File: config.mk
export PLATFORM = sky130hd
export DESIGN_NAME = gray_ticket_arb
export DESIGN_NICKNAME = d
export VERILOG_FILES = /design/src/rtl/gray_ticket_pkg.sv /design/src/rtl/gray_rr_pick.sv /design/src/rtl/gray_ticket_arb.sv
export SDC_FILE = /design/constraint.sdc
export NUM_CORES = 1
export LEC_CHECK = 0
export ABC_AREA = 1
export CAP_MARGIN = 30
export CORE_MARGIN = 1.5
export CORE_UTILIZATION = 55
export DETAILED_ROUTE_END_ITERATION = 10
export DONT_BUFFER_PORTS = 1
export PLACE_DENSITY = 0.8
export SLEW_MARGIN = 20
export SYNTH_ARGS = -nofsm -noshare
export SYNTH_HDL_FRONTEND = slang
export SYNTH_HIERARCHICAL = 1
export SYNTH_SLANG_ARGS = --single-unit
File: constraint.sdc
create_clock -name clk -period 5.03 [get_ports clk]
set_clock_uncertainty 0.1 [all_clocks]
set_input_delay 0.7545 -clock clk [delete_from_list [all_inputs] [get_ports clk]]
set_output_delay 0.7545 -clock clk [all_outputs]
set_load 0.02 [all_outputs]
File: src/rtl/gray_ticket_pkg.sv
// Shared types and helpers for the Gray-coded ticket arbiter.
package gray_ticket_pkg;

    typedef enum logic {
        IDLE,
        GRANT
    } state_t;

    // Widest counter the helper handles; callers zero-extend and truncate.
    localparam int GRAY_MAXW = 32;

    function automatic logic [GRAY_MAXW-1:0] bin2gray(input logic [GRAY_MAXW-1:0] bin);
        return bin ^ (bin >> 1);
    endfunction

endpackage

File: src/rtl/gray_rr_pick.sv
// Combinational round-robin picker: first set request at or above ptr, modulo NREQ.
module gray_rr_pick #(
    parameter int NREQ = 4,
    parameter int PW   = (NREQ > 1) ? $clog2(NREQ) : 1
) (
    input  logic [NREQ-1:0] req,
    input  logic [PW-1:0]   ptr,
    output logic            any,
    output logic [PW-1:0]   idx
);

    localparam logic [PW:0] NREQ_W = (PW+1)'(NREQ);

    logic [NREQ-1:0] rot;
    logic [PW-1:0]   off;
    logic [PW:0]     sum;

    always_comb begin
        // NOTE: every variable gets a default before any branch so no latch is inferred.
        any = |req;
        // Doubling req lets a plain shift act as a rotate by ptr.
        rot = NREQ'({req, req} >> ptr);
        off = '0;
        for (int i = NREQ - 1; i >= 0; i--) begin
            if (rot[i]) off = PW'(i);
        end
        sum = {1'b0, ptr} + {1'b0, off};
        if (sum >= NREQ_W) sum = sum - NREQ_W;
        idx = sum[PW-1:0];
    end

endmodule

File: src/rtl/gray_ticket_arb.sv
// Round-robin sequencer handing out Gray-coded tickets from one shared counter.
module gray_ticket_arb
    import gray_ticket_pkg::*;
#(
    parameter int NREQ  = 4,
    parameter int CBITS = 12
) (
    input  logic             clk,
    input  logic             rst,
    input  logic [NREQ-1:0]  req,
    input  logic             hold,
    input  logic             clr,
    output logic [NREQ-1:0]  gnt,
    output logic [CBITS-1:0] ticket,
    output logic             wrap,
    output logic             zero,
    output logic             busy
);

    localparam int PW = (NREQ > 1) ? $clog2(NREQ) : 1;

    state_t           state_q, state_d;
    logic [CBITS-1:0] cnt_q, cnt_d;
    logic [PW-1:0]    ptr_q, ptr_d;
    logic [PW-1:0]    win_q, win_d;
    logic [NREQ-1:0]  gnt_q, gnt_d;
    logic [CBITS-1:0] ticket_q, ticket_d;
    logic             wrap_q, wrap_d;

    logic             pick_any;
    logic [PW-1:0]    pick_idx;

    gray_rr_pick #(.NREQ(NREQ), .PW(PW)) u_pick (
        .req (req),
        .ptr (ptr_q),
        .any (pick_any),
        .idx (pick_idx)
    );

    always_comb begin
        state_d  = state_q;
        cnt_d    = cnt_q;
        ptr_d    = ptr_q;
        win_d    = win_q;
        ticket_d = ticket_q;
        gnt_d    = '0;
        wrap_d   = 1'b0;
        case (state_q)
            IDLE: begin
                if (clr) begin
                    cnt_d = '0;
                end else if (!hold && pick_any) begin
                    gnt_d    = NREQ'(1) << pick_idx;
                    ticket_d = CBITS'(bin2gray(GRAY_MAXW'(cnt_q)));
                    wrap_d   = &cnt_q;
                    win_d    = pick_idx;
                    state_d  = GRANT;
                end
            end
            GRANT: begin
                // Inputs are ignored here; the grant already issued always completes.
                cnt_d   = cnt_q + CBITS'(1);
                ptr_d   = (win_q == PW'(NREQ - 1)) ? '0 : win_q + PW'(1);
                state_d = IDLE;
            end
            default: state_d = IDLE;
        endcase
    end

    always_ff @(posedge clk or posedge rst) begin
        if (rst) begin
            state_q  <= IDLE;
            cnt_q    <= '0;
            ptr_q    <= '0;
            win_q    <= '0;
            gnt_q    <= '0;
            ticket_q <= '0;
            wrap_q   <= 1'b0;
        end else begin
            // NOTE: non-blocking assignments so every flop samples the pre-edge values.
            state_q  <= state_d;
            cnt_q    <= cnt_d;
            ptr_q    <= ptr_d;
            win_q    <= win_d;
            gnt_q    <= gnt_d;
            ticket_q <= ticket_d;
            wrap_q   <= wrap_d;
        end
    end

    assign gnt    = gnt_q;
    assign ticket = ticket_q;
    assign wrap   = wrap_q;
    assign zero   = (cnt_q == '0) & ~rst;
    assign busy   = (state_q == GRANT);

endmodule
==> impl_metrics.xml, run 1 <==
<?xml version="1.0" encoding="UTF-8"?>
<metrics>
  <group name="outcome">
    <metric name="run_status" unit="">finished, final reports clean</metric>
  </group>
  <group name="final_layout">
    <metric name="finalCoreUtilization" unit="%">59.17</metric>
    <metric name="area_growth" unit="%">3.340</metric>
    <metric name="final_area" unit="mm2">0.001974</metric>
    <metric name="nets" unit="">255</metric>
    <metric name="post_route_cells_drive_above_1_share" unit="%">10.92</metric>
    <metric name="insertedDiodeCount" unit="">0</metric>
  </group>
  <group name="grt">
    <metric name="number_of_global_route_vias_before_repair" unit="">1319</metric>
    <metric name="grt_start_max_net_pins" unit="">36</metric>
    <metric name="grt.overflow.total" unit="">0</metric>
    <metric name="grt_first_pass_wirelength" unit="um">5485</metric>
    <metric name="antenna_found_initial" unit="">0</metric>
    <metric name="grtUsageTotal" unit="%">19.99</metric>
  </group>
  <group name="critical_path">
    <metric name="cp-endpoint" unit="">zero</metric>
    <metric name="critical-path-max-stage-delay" unit="ns">0.37</metric>
    <metric name="critical_path_class" unit="">input port to output port</metric>
    <metric name="r2r_end" unit="">win_q[1]</metric>
    <metric name="crit_arrival" unit="ns">1.66</metric>
    <metric name="reg2reg_slack" unit="ns">3.00</metric>
    <metric name="critical_path.max_fanout" unit="">35</metric>
    <metric name="ordered_list_of_cells_on_the_worst_path" unit="">inv_1 &gt; buf_4 &gt; nand3_1 &gt; nor2_1</metric>
    <metric name="endpoint_kind" unit="">output port</metric>
    <metric name="slowest_stage" unit="">buf_4</metric>
    <metric name="regToRegStartpoint" unit="">ptr_q[0]</metric>
    <metric name="crit_path_start" unit="">rst</metric>
    <metric name="crit_required" unit="ns">4.18</metric>
    <metric name="startpoint_type" unit="">input port</metric>
    <metric name="rr_worst_depth" unit="">13</metric>
  </group>
  <group name="die">
    <metric name="die-area" unit="mm2">0.003837</metric>
    <metric name="floorplan.rows" unit="">21</metric>
    <metric name="core_area" unit="mm2">0.003337</metric>
    <metric name="chipHeight" unit="um">61.94</metric>
    <metric name="floorplan.initialDensity" unit="%">57.26</metric>
    <metric name="boundaryPins" unit="">27</metric>
    <metric name="die_width" unit="um">61.94</metric>
  </group>
  <group name="clock_network">
    <metric name="post-cts-setup-buffer-count" unit="">0</metric>
    <metric name="cts_buffers" unit="">5</metric>
    <metric name="clockBufferDepth" unit="">2</metric>
    <metric name="worstSkewPairLatency" unit="ns">0.34</metric>
    <metric name="cts_tree" unit="">yes</metric>
    <metric name="cts.reportedPaths.clkPinSlew" unit="ns">0.11</metric>
    <metric name="clk_root_buffer_cell" unit="">clkbuf_4</metric>
    <metric name="cts.htree.levels" unit="">2</metric>
    <metric name="number_of_resized_instances_in_the_post_cts_repair_step" unit="">0</metric>
    <metric name="tritoncts_num_sinks" unit="">34</metric>
    <metric name="cts_hold_repair_buffers" unit="">0</metric>
  </group>
  <group name="drt">
    <metric name="detail_route.iter0.violations" unit="">51</metric>
    <metric name="drt-vias-per-instance" unit="">5.025</metric>
    <metric name="finalWirelength" unit="um">3301</metric>
    <metric name="ant_nets" unit="">0</metric>
    <metric name="first_pass_iters" unit="">4</metric>
    <metric name="wire_per_inst" unit="um">12.00</metric>
    <metric name="detailroute.via_count" unit="">1382</metric>
    <metric name="detail_route.drc_violations" unit="">0</metric>
  </group>
  <group name="timing">
    <metric name="timing.final.hold_violations" unit="">0</metric>
    <metric name="rsz0062_at_grt" unit="">no</metric>
    <metric name="worst_pin_slew" unit="ns">0.8147</metric>
    <metric name="post-route-period-util" unit="%">49.96</metric>
    <metric name="fin_setup_tns" unit="ns">0</metric>
    <metric name="worst_slew_margin_rel" unit="%">45.69</metric>
    <metric name="setup_viol" unit="">0</metric>
    <metric name="drv_slew" unit="">0</metric>
    <metric name="finalWorstSetupSlack" unit="ns">2.517</metric>
    <metric name="layout_min_cycle_time" unit="ns">2.513</metric>
    <metric name="fmax" unit="GHz">0.3979</metric>
  </group>
  <group name="synthesis">
    <metric name="synth_nets" unit="">252</metric>
    <metric name="yosysMostFrequentCell" unit="">nand2_1</metric>
    <metric name="synthesis.yosys.warnings" unit="">6</metric>
    <metric name="synth_area_per_cell" unit="um2">8.491</metric>
    <metric name="netlist_area" unit="mm2">0.001911</metric>
    <metric name="synth_top_cells_by_area" unit="">dfrtp_1, nand2_1, ha_1, nand3_1, inv_1</metric>
    <metric name="yosys-top-cells-count" unit="">nand2_1, dfrtp_1, inv_1</metric>
    <metric name="async_flop_share" unit="%">100.0</metric>
    <metric name="post-synth-top-area-cell" unit="">dfrtp_1</metric>
    <metric name="count_of_flip_flops_with_a_built_in_enable_after_synthesis" unit="">0</metric>
    <metric name="synth_cell_type_count" unit="">25</metric>
    <metric name="synth_top_flop_cell" unit="">dfrtp_1</metric>
    <metric name="number_of_storage_elements_in_the_synthesis_netlist" unit="">34</metric>
    <metric name="synth.yosys.seq_area_share" unit="%">44.53</metric>
    <metric name="synth.top_cell.area_share" unit="%">44.53</metric>
    <metric name="syn-instance-count" unit="">225</metric>
  </group>
  <group name="place">
    <metric name="place.detailed.hpwl" unit="um">2399</metric>
    <metric name="placedInstanceArea" unit="mm2">0.001914</metric>
    <metric name="dp_worst_setup_slack" unit="ns">2.468</metric>
    <metric name="gpl.final_weighted_congestion" unit="">0.8454</metric>
    <metric name="port_buffer_cells" unit="">0</metric>
  </group>
  <group name="pwr">
    <metric name="vdd.ir_drop.worst" unit="uV">169.3</metric>
    <metric name="powerDensity" unit="mW/mm2">353.2</metric>
    <metric name="p_leak" unit="nW">1.105</metric>
  </group>
  <group name="worst_hold_path">
    <metric name="worstHoldPathType" unit="">input port to asynchronous set/reset pin</metric>
  </group>
  <group name="flow_run">
    <metric name="maxCapViolCount" unit="">0</metric>
  </group>
</metrics>
[stage by stage]
step	power, mW	instances	hold WS (ns)
CTS	0.7052	275	0.2869
global placement	0.5376	267	0.3762
finish	0.6974	275	0.2760
floorplan	0.5136	225	0.3579
global route	0.7502	275	0.3100
detailed placement	0.5464	267	0.3844
[power breakdown]
part	total (mW)	internal [mW]	switching (mW)
sequential	0.347	0.301	0.0460
combinational	0.191	0.0671	0.124
clock	0.159	0.0677	0.0915
total	0.697	0.436	0.262
[layer usage]
layer	part of all wire [%]	up-vias	track usage, %
met5	0	-	0
met2	46	28	31.70
li1	-	725	-
met4	2.5	0	9.422
met3	4.8	8	6.625
met1	47	621	24.60
[layout by cell type (no fill, tap or decap), types with 2 or more instances in the layout]
| cell | synthesis | final |
|---|---|---|
| nand3_1 | 22 | 22 |
| nor3_2 | 2 | 2 |
| nand4_1 | 5 | 5 |
| o21ai_0 | 7 | 7 |
| nor2_1 | 8 | 8 |
| nand2_2 | 3 | 3 |
| ha_1 | 19 | 19 |
| inv_4 | 2 | 2 |
| nand2_1 | 77 | 77 |
| inv_2 | 3 | 3 |
| clkbuf_4 | 0 | 5 |
| inv_1 | 25 | 25 |
| dfrtp_1 | 34 | 34 |
| o21ai_2 | 3 | 3 |
| nand2_4 | 2 | 2 |
[state kept, by name, indices dropped and copies added (netlist names)]
name / cells
busy: 1
ticket: 12
cnt_q: 12
wrap: 1
gnt: 4
win_q: 2
ptr_q: 2
[cell type report]
cell class / instances / area [um2]
clock inverters: 1 / 5.005
inverters: 31 / 128.9
multi-input cells: 155 / 869.6
flip-flops and latches: 34 / 850.8
fillers: 313 / 1363
clock buffers: 7 / 55.05
well taps: 46 / 57.56
repair buffers: 1 / 7.507
[how the worst min path moves through the flow]
stage | from | end | slack (ns) | depth (start not counted)
after floorplan | win_q[0] | ptr_q[0] | 0.36 | 1
final | rst | ticket[4] | 0.28 | 2
after CTS | rst | ticket[4] | 0.29 | 2
after global placement | win_q[0] | ptr_q[0] | 0.38 | 1
after global routing | rst | ticket[4] | 0.31 | 2
after detailed placement | win_q[0] | ptr_q[0] | 0.38 | 1
[worst max-delay path: cells and delay by family]
kind / cells / cell delay [ns]
buffers and inverters: 2 / 0.40
AND/OR/NAND/NOR: 2 / 0.50
[cells by family (layout without fill, tap and decap cells)]
| kind of cell | count (synthesis) | after routing | synth area share, % |
|---|---|---|---|
| AO/OA/AOI/OAI | 14 | 14 | 4.584 |
| buffers and inverters | 36 | 40 | 9.954 |
| flip-flops | 34 | 34 | 44.53 |
| adder cells (fa/ha/maj) | 19 | 19 | 12.44 |
| XOR/XNOR | 1 | 1 | 0.4585 |
| AND/OR/NAND/NOR | 121 | 121 | 28.03 |
No activity file was read; power rests on OpenSTA's default activity.
==> run 2, diff against run 1 <==
- PLACE_DENSITY: 0.8 -> 0.83
- clock period: 5.03 -> 2.3 ns (I/O delays scaled with it)
==> run 2 against run 1 <==
  * Via count is 6.3% higher
  * Sequential power is 120% higher
  * Sequential share of layout area is 0.74 points lower
  * Critical path depth is 7 higher
  * Largest power group unchanged
  * Total power is 120% higher
  * First-iteration DRC count is 16% higher
  * Worst hold slack worse by 0.11 ns
  * Die area stayed put
  * Final cell count is 1.5% higher
==> impl_metrics.xml, run 2 (same netlist as run 1, synthesis figures left out) <==
<?xml version="1.0" encoding="UTF-8"?>
<metrics>
  <group name="critical_path">
    <metric name="regToRegStartpoint" unit="">ptr_q[1]</metric>
    <metric name="critical-path-max-stage-delay" unit="ns">0.49</metric>
    <metric name="r2r_end" unit="">gnt[2]</metric>
    <metric name="critical_path_class" unit="">flop to flop</metric>
    <metric name="reg2reg_slack" unit="ns">0.27</metric>
    <metric name="crit_required" unit="ns">2.46</metric>
    <metric name="endpoint_kind" unit="">flop</metric>
    <metric name="slowest_stage" unit="">dfrtp_1</metric>
    <metric name="critPathMostFrequentCell" unit="">nand2_1</metric>
    <metric name="critical_path.max_fanout" unit="">7</metric>
    <metric name="startpoint_type" unit="">flop</metric>
    <metric name="ordered_list_of_cells_on_the_worst_path" unit="">inv_2 &gt; nand3_1 &gt; nand2_1 &gt; nand3_1 &gt; a21boi_1 &gt; ha_1 &gt; xor2_1 &gt; nand2_1 &gt; nand2_1 &gt; inv_1 &gt; nor3_2</metric>
    <metric name="rr_worst_depth" unit="">11</metric>
    <metric name="crit_arrival" unit="ns">2.19</metric>
  </group>
  <group name="final_layout">
    <metric name="area_growth" unit="%">5.305</metric>
    <metric name="mostFrequentLayoutCells" unit="">nand2_1, dfrtp_1, inv_1</metric>
    <metric name="fillers" unit="">300</metric>
    <metric name="seq_area" unit="um2">852.1</metric>
    <metric name="final_common_cell" unit="">nand2_1</metric>
    <metric name="post_route_cells_drive_above_1_share" unit="%">12.88</metric>
    <metric name="insertedDiodeCount" unit="">0</metric>
    <metric name="nets" unit="">259</metric>
    <metric name="multi_input_area" unit="um2">869.6</metric>
    <metric name="finalCoreUtilization" unit="%">60.29</metric>
  </group>
  <group name="timing">
    <metric name="fmax" unit="GHz">0.4926</metric>
    <metric name="finalWorstSetupSlack" unit="ns">0.2699</metric>
    <metric name="worst_pin_slew" unit="ns">0.4131</metric>
    <metric name="timing.final.hold_violations" unit="">0</metric>
    <metric name="setup_viol" unit="">0</metric>
    <metric name="layout_min_cycle_time" unit="ns">2.030</metric>
    <metric name="drv_slew" unit="">0</metric>
    <metric name="worst_slew_margin_rel" unit="%">72.46</metric>
    <metric name="rsz0062_at_grt" unit="">no</metric>
    <metric name="fin_setup_tns" unit="ns">0</metric>
    <metric name="hold_slack" unit="ns">0.1663</metric>
    <metric name="post-route-period-util" unit="%">88.27</metric>
  </group>
  <group name="grt">
    <metric name="globalRouteMet1Util" unit="%">24.97</metric>
    <metric name="layer_with_the_highest_usage_after_global_routing" unit="">met2</metric>
    <metric name="grtUsageTotal" unit="%">20.59</metric>
    <metric name="globalRouteMet3Util" unit="%">6.004</metric>
    <metric name="grt_start_max_net_pins" unit="">35</metric>
    <metric name="antenna_found_initial" unit="">0</metric>
    <metric name="global_route.usage.met2" unit="%">35.27</metric>
    <metric name="grt.overflow.total" unit="">0</metric>
    <metric name="grt_first_pass_wirelength" unit="um">5720</metric>
    <metric name="number_of_global_route_vias_before_repair" unit="">1360</metric>
  </group>
  <group name="place">
    <metric name="gpl.final_weighted_congestion" unit="">0.8536</metric>
    <metric name="port_buffer_cells" unit="">0</metric>
    <metric name="place.detailed.hpwl" unit="um">2561</metric>
    <metric name="dp_worst_setup_slack" unit="ns">0.2771</metric>
  </group>
  <group name="worst_hold_path">
    <metric name="hold_path_end" unit="">cnt_q[1]</metric>
    <metric name="hold_start" unit="">clr</metric>
    <metric name="worstHoldPathType" unit="">input port to flop</metric>
    <metric name="worst_hold_path_cells" unit="">3</metric>
  </group>
  <group name="drt">
    <metric name="drt-vias-per-instance" unit="">5.265</metric>
    <metric name="finalWirelength" unit="um">3439</metric>
    <metric name="detailroute.via_count" unit="">1469</metric>
    <metric name="ant_nets" unit="">0</metric>
    <metric name="first_pass_iters" unit="">4</metric>
    <metric name="detail_route.iter0.violations" unit="">59</metric>
    <metric name="detail_route.drc_violations" unit="">0</metric>
    <metric name="wire_per_inst" unit="um">12.33</metric>
  </group>
  <group name="pwr">
    <metric name="vdd.ir_drop.worst" unit="uV">406.9</metric>
    <metric name="p_leak" unit="nW">1.121</metric>
    <metric name="powerDensity" unit="mW/mm2">771.2</metric>
    <metric name="fin_total_pwr" unit="mW">1.552</metric>
  </group>
  <group name="clock_network">
    <metric name="tritoncts_num_sinks" unit="">34</metric>
    <metric name="cts_tree" unit="">yes</metric>
    <metric name="cts.reportedPaths.clkPinSlew" unit="ns">0.11</metric>
    <metric name="clk_root_buffer_cell" unit="">clkbuf_4</metric>
    <metric name="clockBufferDepth" unit="">2</metric>
    <metric name="post-cts-setup-buffer-count" unit="">0</metric>
    <metric name="worstSkewPairLatency" unit="ns">0.33</metric>
    <metric name="cts_buffers" unit="">5</metric>
    <metric name="cts.htree.levels" unit="">2</metric>
  </group>
  <group name="outcome">
    <metric name="run_status" unit="">finished, final reports clean</metric>
  </group>
  <group name="flow_run">
    <metric name="maxCapViolCount" unit="">0</metric>
  </group>
  <group name="die">
    <metric name="floorplan.rows" unit="">21</metric>
    <metric name="floorplan.initialDensity" unit="%">57.26</metric>
    <metric name="die_width" unit="um">61.94</metric>
    <metric name="boundaryPins" unit="">27</metric>
    <metric name="core_area" unit="mm2">0.003337</metric>
    <metric name="chipHeight" unit="um">61.94</metric>
    <metric name="die-area" unit="mm2">0.003837</metric>
  </group>
</metrics>
run 2: cell types whose count changed in the layout (fill, tap and decap cells not counted), sizes merged:
cell,change
buf,+3
clkbuf,-1
clkinvlp,+1
dlygate4sd3,+1
run 2: worst max path at each step:
stage,start,end,slack [ns],depth (start not counted)
2_1_floorplan,rst,zero,0.30,3
5_1_grt,ptr_q[0],gnt[2],0.06,12
3_5_place_dp,ptr_q[0],gnt[2],0.28,12
3_3_place_gp,ptr_q[0],win_q[1],0.40,13
6_report,ptr_q[1],gnt[2],0.27,11
4_1_cts,ptr_q[0],gnt[2],0.24,12
run 2: routing by layer:
metal  up-vias  share of wire [%]
li1        726                  -
met1       705                 46
met2        32                 48
met3         6                4.3
met4         0                1.4
met5         -                  0
run 2: repair_timing:
action / CTS / global route
endpoints found under the setup margin: 0 / 2
resized for setup: 0 / 1
hold endpoints to repair: 34 / 0
hold buffers: 1 / 0
run 2: area by class of cell:
type / instances / share of cell area, %
well taps: 46 / 2.861
flip-flops and latches: 34 / 42.35
repair buffers: 5 / 1.990
multi-input cells: 155 / 43.22
inverters: 31 / 6.405
clock inverters: 2 / 0.6219
clock buffers: 6 / 2.550
run 2: report_power, final:
part	leakage, nW	switching [mW]	internal [mW]	total (mW)
Combinational	0.623	0.294	0.154	0.448
Sequential	0.464	0.0965	0.659	0.756
Clock	0.0343	0.201	0.147	0.347
Total	1.12	0.592	0.960	1.55
run 2: critical path, delay by kind of cell, from the launching register on:
family	cells	cell delay (ns)
simple gates	6	0.62
flops	1	0.49
buf+inv	2	0.23
fa+ha+maj	1	0.18
xor+xnor	1	0.18
compound gates	1	0.15
run 2: through the flow:
step | instances | area (um2)
after detailed placement | 270 | 1937
after global routing | 279 | 2012
after floorplan | 225 | 1911
final | 279 | 2012
after global placement | 270 | 1937
after CTS | 279 | 2011
